[config.mk]
export PLATFORM = sky130hd
export DESIGN_NAME = i2s_rx
export DESIGN_NICKNAME = d
export VERILOG_FILES = /design/src/rtl/i2s_pkg.sv /design/src/rtl/i2s_clk_gen.sv /design/src/rtl/i2s_rx.sv
export SDC_FILE = /design/constraint.sdc
export NUM_CORES = 1
export LEC_CHECK = 0
export ABC_AREA = 1
export BUFFER_PORTS_ARGS = -buffer_cell sky130_fd_sc_hd__buf_2
export CORE_AREA = 4 4 94 96
export DETAILED_ROUTE_END_ITERATION = 7
export DIE_AREA = 0 0 98 100
export PLACE_DENSITY = 0.84
export SYNTH_ARGS = -nofsm -noshare
export SYNTH_HDL_FRONTEND = slang
export SYNTH_SLANG_ARGS = --single-unit
[constraint.sdc]
create_clock -name clk -period 3.5 [get_ports clk]
set_input_delay 0.175 -clock clk [delete_from_list [all_inputs] [get_ports clk]]
set_output_delay 0.175 -clock clk [all_outputs]
set_load 0.005 [all_outputs]
[src/rtl/i2s_pkg.sv]
// Shared I2S definitions used by both the receiver and the transmitter:
// default geometry, the receiver sync state and a counter-width helper.
package i2s_pkg;

  localparam int DATA_W_DEF   = 24;
  localparam int SLOT_W_DEF   = 32;
  localparam int SCLK_DIV_DEF = 8;

  typedef enum logic [0:0] {
    ST_SYNC = 1'b0,
    ST_RUN  = 1'b1
  } rx_state_e;

  function automatic int cnt_w(input int n);
    return (n > 1) ? $clog2(n) : 1;
  endfunction

endpackage

[src/rtl/i2s_clk_gen.sv]
// I2S master clock generation: mclk, sclk and lrck plus the divider/bit
// counters, exporting the mid-sclk-high sample strobe and the frame-end strobe.
module i2s_clk_gen
  import i2s_pkg::*;
#(
  parameter int SLOT_W   = SLOT_W_DEF,
  parameter int SCLK_DIV = SCLK_DIV_DEF
) (
  input  logic                          clk_i,
  input  logic                          reset_i,
  output logic                          mclk_o,
  output logic                          sclk_o,
  output logic                          lrck_o,
  output logic [cnt_w(2*SLOT_W)-1:0]    bit_cnt_o,
  output logic                          sample_stb_o,
  output logic                          frame_end_o
);
  localparam int DIV_W = cnt_w(2*SCLK_DIV);
  localparam int BIT_W = cnt_w(2*SLOT_W);
  localparam logic [DIV_W-1:0] DIV_LAST = DIV_W'(2*SCLK_DIV-1);
  localparam logic [DIV_W-1:0] DIV_HALF = DIV_W'(SCLK_DIV);
  localparam logic [DIV_W-1:0] DIV_SMP  = DIV_W'(3*SCLK_DIV/2);
  localparam logic [BIT_W-1:0] BIT_LAST = BIT_W'(2*SLOT_W-1);
  localparam logic [BIT_W-1:0] BIT_HALF = BIT_W'(SLOT_W);

  logic [DIV_W-1:0] div_cnt_q, div_cnt_d;
  logic [BIT_W-1:0] bit_cnt_q, bit_cnt_d;
  logic             mclk_q, sclk_q, lrck_q;
  logic             div_wrap_s;

  // bit_cnt only moves on the sclk falling edge, so lrck follows it there
  always_comb begin
    div_wrap_s = (div_cnt_q == DIV_LAST);
    div_cnt_d  = div_wrap_s ? '0 : div_cnt_q + DIV_W'(1);
    if (div_wrap_s) begin
      bit_cnt_d = (bit_cnt_q == BIT_LAST) ? '0 : bit_cnt_q + BIT_W'(1);
    end else begin
      bit_cnt_d = bit_cnt_q;
    end
  end

  always_ff @(posedge clk_i) begin
    if (reset_i) begin
      div_cnt_q <= '0;
      bit_cnt_q <= '0;
      mclk_q    <= 1'b0;
      sclk_q    <= 1'b0;
      lrck_q    <= 1'b0;
    end else begin
      div_cnt_q <= div_cnt_d;
      bit_cnt_q <= bit_cnt_d;
      mclk_q    <= ~mclk_q;
      sclk_q    <= (div_cnt_d >= DIV_HALF);
      lrck_q    <= (bit_cnt_d >= BIT_HALF);
    end
  end

  assign mclk_o       = mclk_q;
  assign sclk_o       = sclk_q;
  assign lrck_o       = lrck_q;
  assign bit_cnt_o    = bit_cnt_q;
  assign sample_stb_o = (div_cnt_q == DIV_SMP);
  assign frame_end_o  = div_wrap_s && (bit_cnt_q == BIT_LAST);

endmodule

[src/rtl/i2s_rx.sv]
// I2S receiver (clock master): deserialises left/right samples from sdin and
// publishes complete stereo pairs through a valid/ready hand-off with overrun.
module i2s_rx
  import i2s_pkg::*;
#(
  parameter int DATA_W   = DATA_W_DEF,
  parameter int SLOT_W   = SLOT_W_DEF,
  parameter int SCLK_DIV = SCLK_DIV_DEF
) (
  input  logic              clk,
  input  logic              reset,
  output logic              mclk,
  output logic              sclk,
  output logic              lrck,
  input  logic              sdin,
  output logic [DATA_W-1:0] left_data,
  output logic [DATA_W-1:0] right_data,
  output logic              sample_valid,
  input  logic              sample_ready,
  output logic              overrun
);
  localparam int BIT_W = cnt_w(2*SLOT_W);
  localparam logic [BIT_W-1:0] SLOT_BASE = BIT_W'(SLOT_W);
  localparam logic [BIT_W-1:0] FIRST_BIT = BIT_W'(1);
  localparam logic [BIT_W-1:0] LAST_BIT  = BIT_W'(DATA_W);

  logic              sample_stb_s, frame_end_s;
  logic [BIT_W-1:0]  bit_cnt_s, slot_idx_s;
  logic              right_slot_s, capture_s, publish_s;
  rx_state_e         state_q, state_d;
  logic              sdin_q;
  logic [DATA_W-1:0] left_sh_q, left_sh_d, right_sh_q, right_sh_d;
  logic [DATA_W-1:0] left_q, left_d, right_q, right_d;
  logic              valid_q, valid_d, ovr_q, ovr_d;

  i2s_clk_gen #(
    .SLOT_W  (SLOT_W),
    .SCLK_DIV(SCLK_DIV)
  ) u_clk_gen (
    .clk_i       (clk),
    .reset_i     (reset),
    .mclk_o      (mclk),
    .sclk_o      (sclk),
    .lrck_o      (lrck),
    .bit_cnt_o   (bit_cnt_s),
    .sample_stb_o(sample_stb_s),
    .frame_end_o (frame_end_s)
  );

  // Slot bit 0 is the I2S delay bit; only bits 1..DATA_W carry sample data
  always_comb begin
    right_slot_s = (bit_cnt_s >= SLOT_BASE);
    slot_idx_s   = right_slot_s ? (bit_cnt_s - SLOT_BASE) : bit_cnt_s;
    capture_s    = sample_stb_s && (slot_idx_s >= FIRST_BIT) && (slot_idx_s <= LAST_BIT);
  end

  always_comb begin
    left_sh_d  = left_sh_q;
    right_sh_d = right_sh_q;
    if (capture_s && !right_slot_s) begin
      left_sh_d = {left_sh_q[DATA_W-2:0], sdin_q};
    end else if (capture_s) begin
      right_sh_d = {right_sh_q[DATA_W-2:0], sdin_q};
    end else begin
      left_sh_d  = left_sh_q;
      right_sh_d = right_sh_q;
    end
  end

  always_ff @(posedge clk) begin
    if (reset) begin
      state_q <= ST_SYNC;
    end else begin
      state_q <= state_d;
    end
  end

  always_comb begin
    case (state_q)
      ST_SYNC: state_d = frame_end_s ? ST_RUN : ST_SYNC;
      ST_RUN:  state_d = ST_RUN;
      default: state_d = ST_SYNC;
    endcase
  end

  // The first frame after reset may be partial, so it is never published
  always_comb begin
    case (state_q)
      ST_RUN:  publish_s = frame_end_s;
      ST_SYNC: publish_s = 1'b0;
      default: publish_s = 1'b0;
    endcase
  end

  always_comb begin
    left_d  = left_q;
    right_d = right_q;
    valid_d = valid_q;
    ovr_d   = 1'b0;
    if (publish_s && (!valid_q || sample_ready)) begin
      left_d  = left_sh_q;
      right_d = right_sh_q;
      valid_d = 1'b1;
    end else begin
      ovr_d = publish_s;
      if (sample_ready) begin
        valid_d = 1'b0;
      end else begin
        valid_d = valid_q;
      end
    end
  end

  always_ff @(posedge clk) begin
    if (reset) begin
      sdin_q     <= 1'b0;
      left_sh_q  <= '0;
      right_sh_q <= '0;
      left_q     <= '0;
      right_q    <= '0;
      valid_q    <= 1'b0;
      ovr_q      <= 1'b0;
    end else begin
      sdin_q     <= sdin;
      left_sh_q  <= left_sh_d;
      right_sh_q <= right_sh_d;
      left_q     <= left_d;
      right_q    <= right_d;
      valid_q    <= valid_d;
      ovr_q      <= ovr_d;
    end
  end

  assign left_data    = left_q;
  assign right_data   = right_q;
  assign sample_valid = valid_q;
  assign overrun      = ovr_q;

endmodule

==> out/qor.yml, run 1 <==
synth:
  ys_warn_count: 0
  seq_area_frac_synth: 0.4495
  ys_types: 23
  synth_common_cells: "200 x nand2_1, 161 x inv_1, 158 x nor2_1"
  synth_area_leaders: "dfxtp_1 45%, nand2_1 15%, inv_1 12%"
  synthCells: 757
  syn_nets: 767
  synth_ff_type: "dfxtp_1"
  netlist.area_leader.share: 0.4495
  ys_ff_latch: 112
  yosysMostFrequentCell: "nand2_1"
  syn_area_per_cell_sq_um: 6.590
  syn_area_sq_um: 4989
  synthArstFlopShare: 0
  synth-edff-count: 0
  yosysTopAreaCell: "dfxtp_1"
critical_path:
  worstPathMaxFanout: 35
  cp-start-kind: "register"
  endpoint_kind: "register"
  crit_chain: "inv_1 > ha_1 > nor2_1 > nand3_2 > nand3_2 > nand2_1 > inv_1 > nor2_1"
  worst_ep_required_time_ns: 3.78
  critPathKind: "reg -> reg"
  cp_num_buf_inv: 2
  cp_data_arrival_time_ns: 2.66
  crit_family: "simple AND/OR/NAND/NOR gates"
  slowest_stage: "nand3_2"
  cpPeakStageDelay_ns: 0.65
pwr:
  ir_drop_v: 0.0002241
  leakagePower_nw: 3.048
  power_density_nw_per_um2: 400.1
  report.power.total_mw: 2.185
placement:
  place_congestion: 0.7619
  dpl.cell_count: 883
  dp_hpwl_um: 6037
  numPortBuffers: 56
finish:
  finalCoreUtilization: 0.6785
  drive_above_1_share: 0.1096
  n_antenna_cell: 0
  fin_cells: 899
  area_growth_pct: 9.506
  layout.nets: 799
global_route:
  grt_pass1_vias: 4066
  grt_pass1_wl_um: 16730
  grt_use_total: 0.2022
  antenna_found_initial: 0
  grt_start_max_net_pins: 59
  grt_overflow: 0
clock_network:
  cts_tree: "done"
  cts.repair.resized: 0
  path_clk_slew_ns: 0.10
  cts_made_buffers: 9
  cts-htree-levels: 3
  worstSkewPairLatency_ns: 0.37
  cts_sinks: 112
  cts_buffer_depth: 2
  cts-root-buf: "clkbuf_8"
  post_cts_buffers: 0
  holdBufCountCts: 0
route:
  vias_per_cell: 4.792
  drc_errors: 0
  dr_total_vias: 4308
  drt_first_iter_violations: 218
  drtAntennaViolNets: 0
  first_pass_iters: 6
  totalWireLength_um: 9474
  wl_per_cell_um: 10.54
outcome:
  status: "finished, final reports clean"
floorplan:
  die_h_um: 100
  coreArea_sq_um: 8051
  io_pins: 57
  num_rows: 33
  dieArea_sq_um: 9800
  die_x_um: 98
  start_util: 0.6196
sta:
  fin_worst_skew_ns: 0.01154
  slew_viol_final: 0
  max_freq_ghz: 0.4204
  hold_slack_ns: 0.02917
  period_needed_ns: 2.379
  setup_violations: 0
  rsz0062_at_grt: "false"
  max-slew-margin-rel: 0.3744
  worst_pin_slew_ns: 0.9371
  final-hold-violation-count: 0
  setup-tns-final_ns: 0
  fin_crit_sh: 0.6797
worst_hold_path:
  holdCritPathClass: "in -> reg"
run:
  maxCapViolations: 0
-- placed cells by master (no fill, tap or decap) --
cell	netlist	routed
nand2_1	200	200
inv_1	161	160
nor2_1	158	158
dfxtp_1	112	112
buf_2	17	56
nand4_1	48	48
clkbuf_8	0	10
nand3_1	7	6
ha_1	6	6
buf_4	5	6
a21oi_1	5	5
nor3_1	5	5
nand3_2	3	4
o21ai_0	3	3
inv_2	1	2
xor2_1	2	2
bufinv_16	0	2
inv_6	0	2
a21oi_4	1	1
nor2_2	1	1
nand4_4	0	1
xnor2_1	1	1
clkinv_1	1	1
clkinvlp_4	0	1
clkinv_2	0	1
-- final cells by class --
class / instances / area [sq um]
inverters: 163 / 611.8
multi-input cells: 441 / 1924
well taps: 105 / 131.4
clock buffers: 10 / 137.6
fillers: 688 / 2589
clock inverters: 6 / 90.09
flip-flops and latches: 112 / 2242
repair buffers: 62 / 325.3
-- logic make-up after synthesis --
| logic type | after synthesis | share of synthesized area |
|---|---|---|
| AOI/OAI and AO/OA | 9 | 0.01129 |
| buffers and inverters | 204 | 0.1675 |
| xor gates and xnor gates | 3 | 0.005268 |
| adders and majority gates | 6 | 0.01505 |
| DFF | 112 | 0.4495 |
| and+or+nand+nor | 423 | 0.3514 |
-- state kept, by name, indices dropped and copies added, names as in the netlist --
name,count
u_clk_gen.bit_cnt_o,6
u_clk_gen.mclk_o,1
u_clk_gen.div_cnt_q,3
right_sh_q,24
u_clk_gen.sclk_o,1
sample_valid,1
sdin_q,1
overrun,1
left_sh_q,24
u_clk_gen.lrck_o,1
left_data,24
right_data,24
state_q,1
-- tightest hold or removal path, delay by kind of cell --
kind / cells / cell delay (ns)
buffers and inverters: 2 / 0.14
and+or+nand+nor: 1 / 0.04
-- power breakdown --
part           switching, mW  total (mW)  leakage (nW)  internal [mW]
clock network          0.431       0.857         0.113          0.427
logic                 0.0326      0.0470          2.03         0.0144
registers            0.00347        1.28         0.903           1.28
-- layer usage --
metal | track usage | share of wire | vias to the layer above
met5 | 0 | 0 | -
met3 | 0.03614 | 0.040 | 26
li1 | - | - | 2276
met4 | 0.1001 | 0.028 | 0
met1 | 0.2438 | 0.46 | 1911
met2 | 0.3487 | 0.47 | 95
-- through the flow --
| step | setup slack [ns] | area, sq um |
|---|---|---|
| 2_1_floorplan | 1.946 | 4989 |
| 3_3_place_gp | 1.252 | 5235 |
| 3_5_place_dp | 1.195 | 5235 |
| 4_1_cts | 1.130 | 5463 |
| 5_1_grt | 0.9027 | 5463 |
| 6_report | 1.121 | 5463 |
-- path summary, 6_finish.rpt --
| check | start | endpoint | slack (ns) | cells past startpoint |
|---|---|---|---|---|
| max | u_clk_gen.bit_cnt_o[1] | right_sh_q[21] | 1.12 | 8 |
| min | sdin | sdin_q | 0.03 | 3 |
| max reg2reg | u_clk_gen.bit_cnt_o[1] | right_sh_q[21] | 1.12 | 8 |
| min reg2reg | u_clk_gen.mclk_o | u_clk_gen.mclk_o | 0.41 | 1 |
Note: power is estimated with default switching activity, not from simulation.
==> inputs of run 2 (changes only) <==
Settings changed: CORE_AREA 4 4 94 96 to 4 4 98 100, DIE_AREA 0 0 98 100 to 0 0 102 104, PLACE_DENSITY 0.84 to 0.78.
Clock period 3.5 ns to 2.2 ns, I/O delays scaled along.
==> run 2 against run 1 <==
  * Clock skew down 0.00099 ns
  * Combinational power is 68% higher
  * Clock-buffer cell count is 2 higher
  * Critical path type unchanged
  * Sequential power rose by 59%
  * Highest routed layer unchanged
  * Core utilization down 4.4 points
  * Register-to-register slack got worse by 0.86 ns
  * Fmax up 23%
  * Clock power grew 38%
  * Global-route usage is 1.8 points lower
  * Sequential share of layout area decreased by 0.33 points
==> out/qor.yml, run 2 (same netlist as run 1, synthesis figures left out) <==
outcome:
  status: "finished, final reports clean"
critical_path:
  crit_family: "simple AND/OR/NAND/NOR gates"
  cp_data_arrival_time_ns: 2.24
  slowest_stage: "nand3_2"
  worst_ep_required_time_ns: 2.50
  critPathKind: "reg -> reg"
  crit_chain: "inv_1 > ha_1 > inv_1 > nor2_1 > nand3_2 > nand3_2 > nand2_1 > inv_1 > nor2_1"
  worstPathMaxFanout: 24
  cp-start-kind: "register"
  cp_num_buf_inv: 3
  cp-startpoint: "u_clk_gen.bit_cnt_o[0]"
  timing.rr.start: "u_clk_gen.bit_cnt_o[0]"
  crit_top_cell: "inv_1"
  endpoint_kind: "register"
  cpPeakStageDelay_ns: 0.47
run:
  maxCapViolations: 0
clock_network:
  post_cts_buffers: 0
  cts_sinks: 112
  path_clk_slew_ns: 0.10
  cts_buffer_depth: 2
  cts-htree-levels: 3
  cts_tree: "done"
  cts.repair.resized: 0
  holdBufCountCts: 1
  cts_made_buffers: 9
  worstSkewPairLatency_ns: 0.35
  cts-root-buf: "clkbuf_8"
floorplan:
  die_h_um: 104
  start_util: 0.5748
  io_pins: 57
  dieArea_sq_um: 10610
  num_rows: 34
  coreArea_sq_um: 8678
  die_x_um: 102
worst_hold_path:
  min_from: "reset"
  holdCritPathClass: "in -> reg"
pwr:
  switchingPower_uw: 710.0
  clkPwrFrac: 0.359
  leakagePower_nw: 3.067
  power.share.switching: 0.2150
  report.power.total_mw: 3.302
  power_density_nw_per_um2: 599.7
  ir_drop_v: 0.0003302
  internal_power_mw: 2.592
  pwr-share-seq: 0.617
  pwr-share-comb: 0.024
sta:
  fin_worst_skew_ns: 0.01056
  rsz0062_at_grt: "false"
  max_freq_ghz: 0.5150
  fin_crit_sh: 0.8825
  period_needed_ns: 1.942
  setup-tns-final_ns: 0
  setup_violations: 0
  final-hold-violation-count: 0
  hold_slack_ns: 0.02969
  slew_viol_final: 0
  worst_pin_slew_ns: 0.5180
  max-slew-margin-rel: 0.6542
finish:
  fillCellCount: 819
  final_cell_mix: "200 x nand2_1, 160 x inv_1, 158 x nor2_1"
  drive_above_1_share: 0.1101
  fin_cells: 907
  n_antenna_cell: 0
  final_common_cell: "nand2_1"
  area_growth_pct: 10.38
  layout.nets: 804
global_route:
  grt_use_total: 0.1842
  grt_start_max_net_pins: 53
  grt_overflow: 0
  grt_pass1_wl_um: 16680
  grt_pass1_vias: 4055
  antenna_found_initial: 0
route:
  totalWireLength_um: 9627
  dr_total_vias: 4308
  drt_first_iter_violations: 180
  first_pass_iters: 4
  wl_per_cell_um: 10.61
  drc_errors: 0
  vias_per_cell: 4.750
  drtAntennaViolNets: 0
placement:
  numPortBuffers: 56
  place_congestion: 0.7759
  dp_hpwl_um: 6393
  dpl.cell_count: 890
## run 2: cell count changes in the layout (fill, tap and decap cells not counted), sizes merged
cell,delta
buf,+4
clkbuf,+2
inv,-2
clkinv,+1
bufinv,-1
dlygate4sd3,+1
## run 2: power groups by stage
stage	clock network, mW	logic [mW]	registers [mW]
2_1_floorplan	0	0.0592	2.08
3_3_place_gp	0	0.0756	2.08
3_5_place_dp	0	0.0786	2.09
4_1_cts	1.22	0.0796	2.04
5_1_grt	1.29	0.0898	2.04
6_report	1.18	0.0791	2.04
## run 2: final timing paths
kind	endpoint	slack, ns	cells after the start
max	right_sh_q[12]	0.26	9
min	u_clk_gen.div_cnt_q[1]	0.03	2
max reg2reg	right_sh_q[12]	0.26	9
min reg2reg	u_clk_gen.mclk_o	0.41	1
## run 2: final cells by class
type	count	area [sq um]	share of cell area
clock buffer	12	135.1	0.02454
timing repair buffer	67	402.9	0.07317
inverter	163	611.8	0.1111
sequential	112	2242	0.4072
clock inverter	4	55.05	0.009998
multi-input combinational	441	1924	0.3495
tap	108	135.1	0.02454
## run 2: metrics by stage
step	worst slack [ns]	utilization	instance area, sq um
after global placement	0.3897	0.6114	5306
after detailed placement	0.3113	0.6114	5306
after floorplan	0.6460	-	4989
after CTS	0.2539	0.6345	5507
final	0.2584	0.6345	5507
after global routing	0.07439	0.6345	5507
## run 2: metal layers
layer	vias up	global-route usage	share of wire
li1	2277	-	-
met1	1945	0.2192	0.46
met2	72	0.3250	0.49
met3	14	0.03152	0.040
met4	0	0.06842	0.014
met5	-	0	0
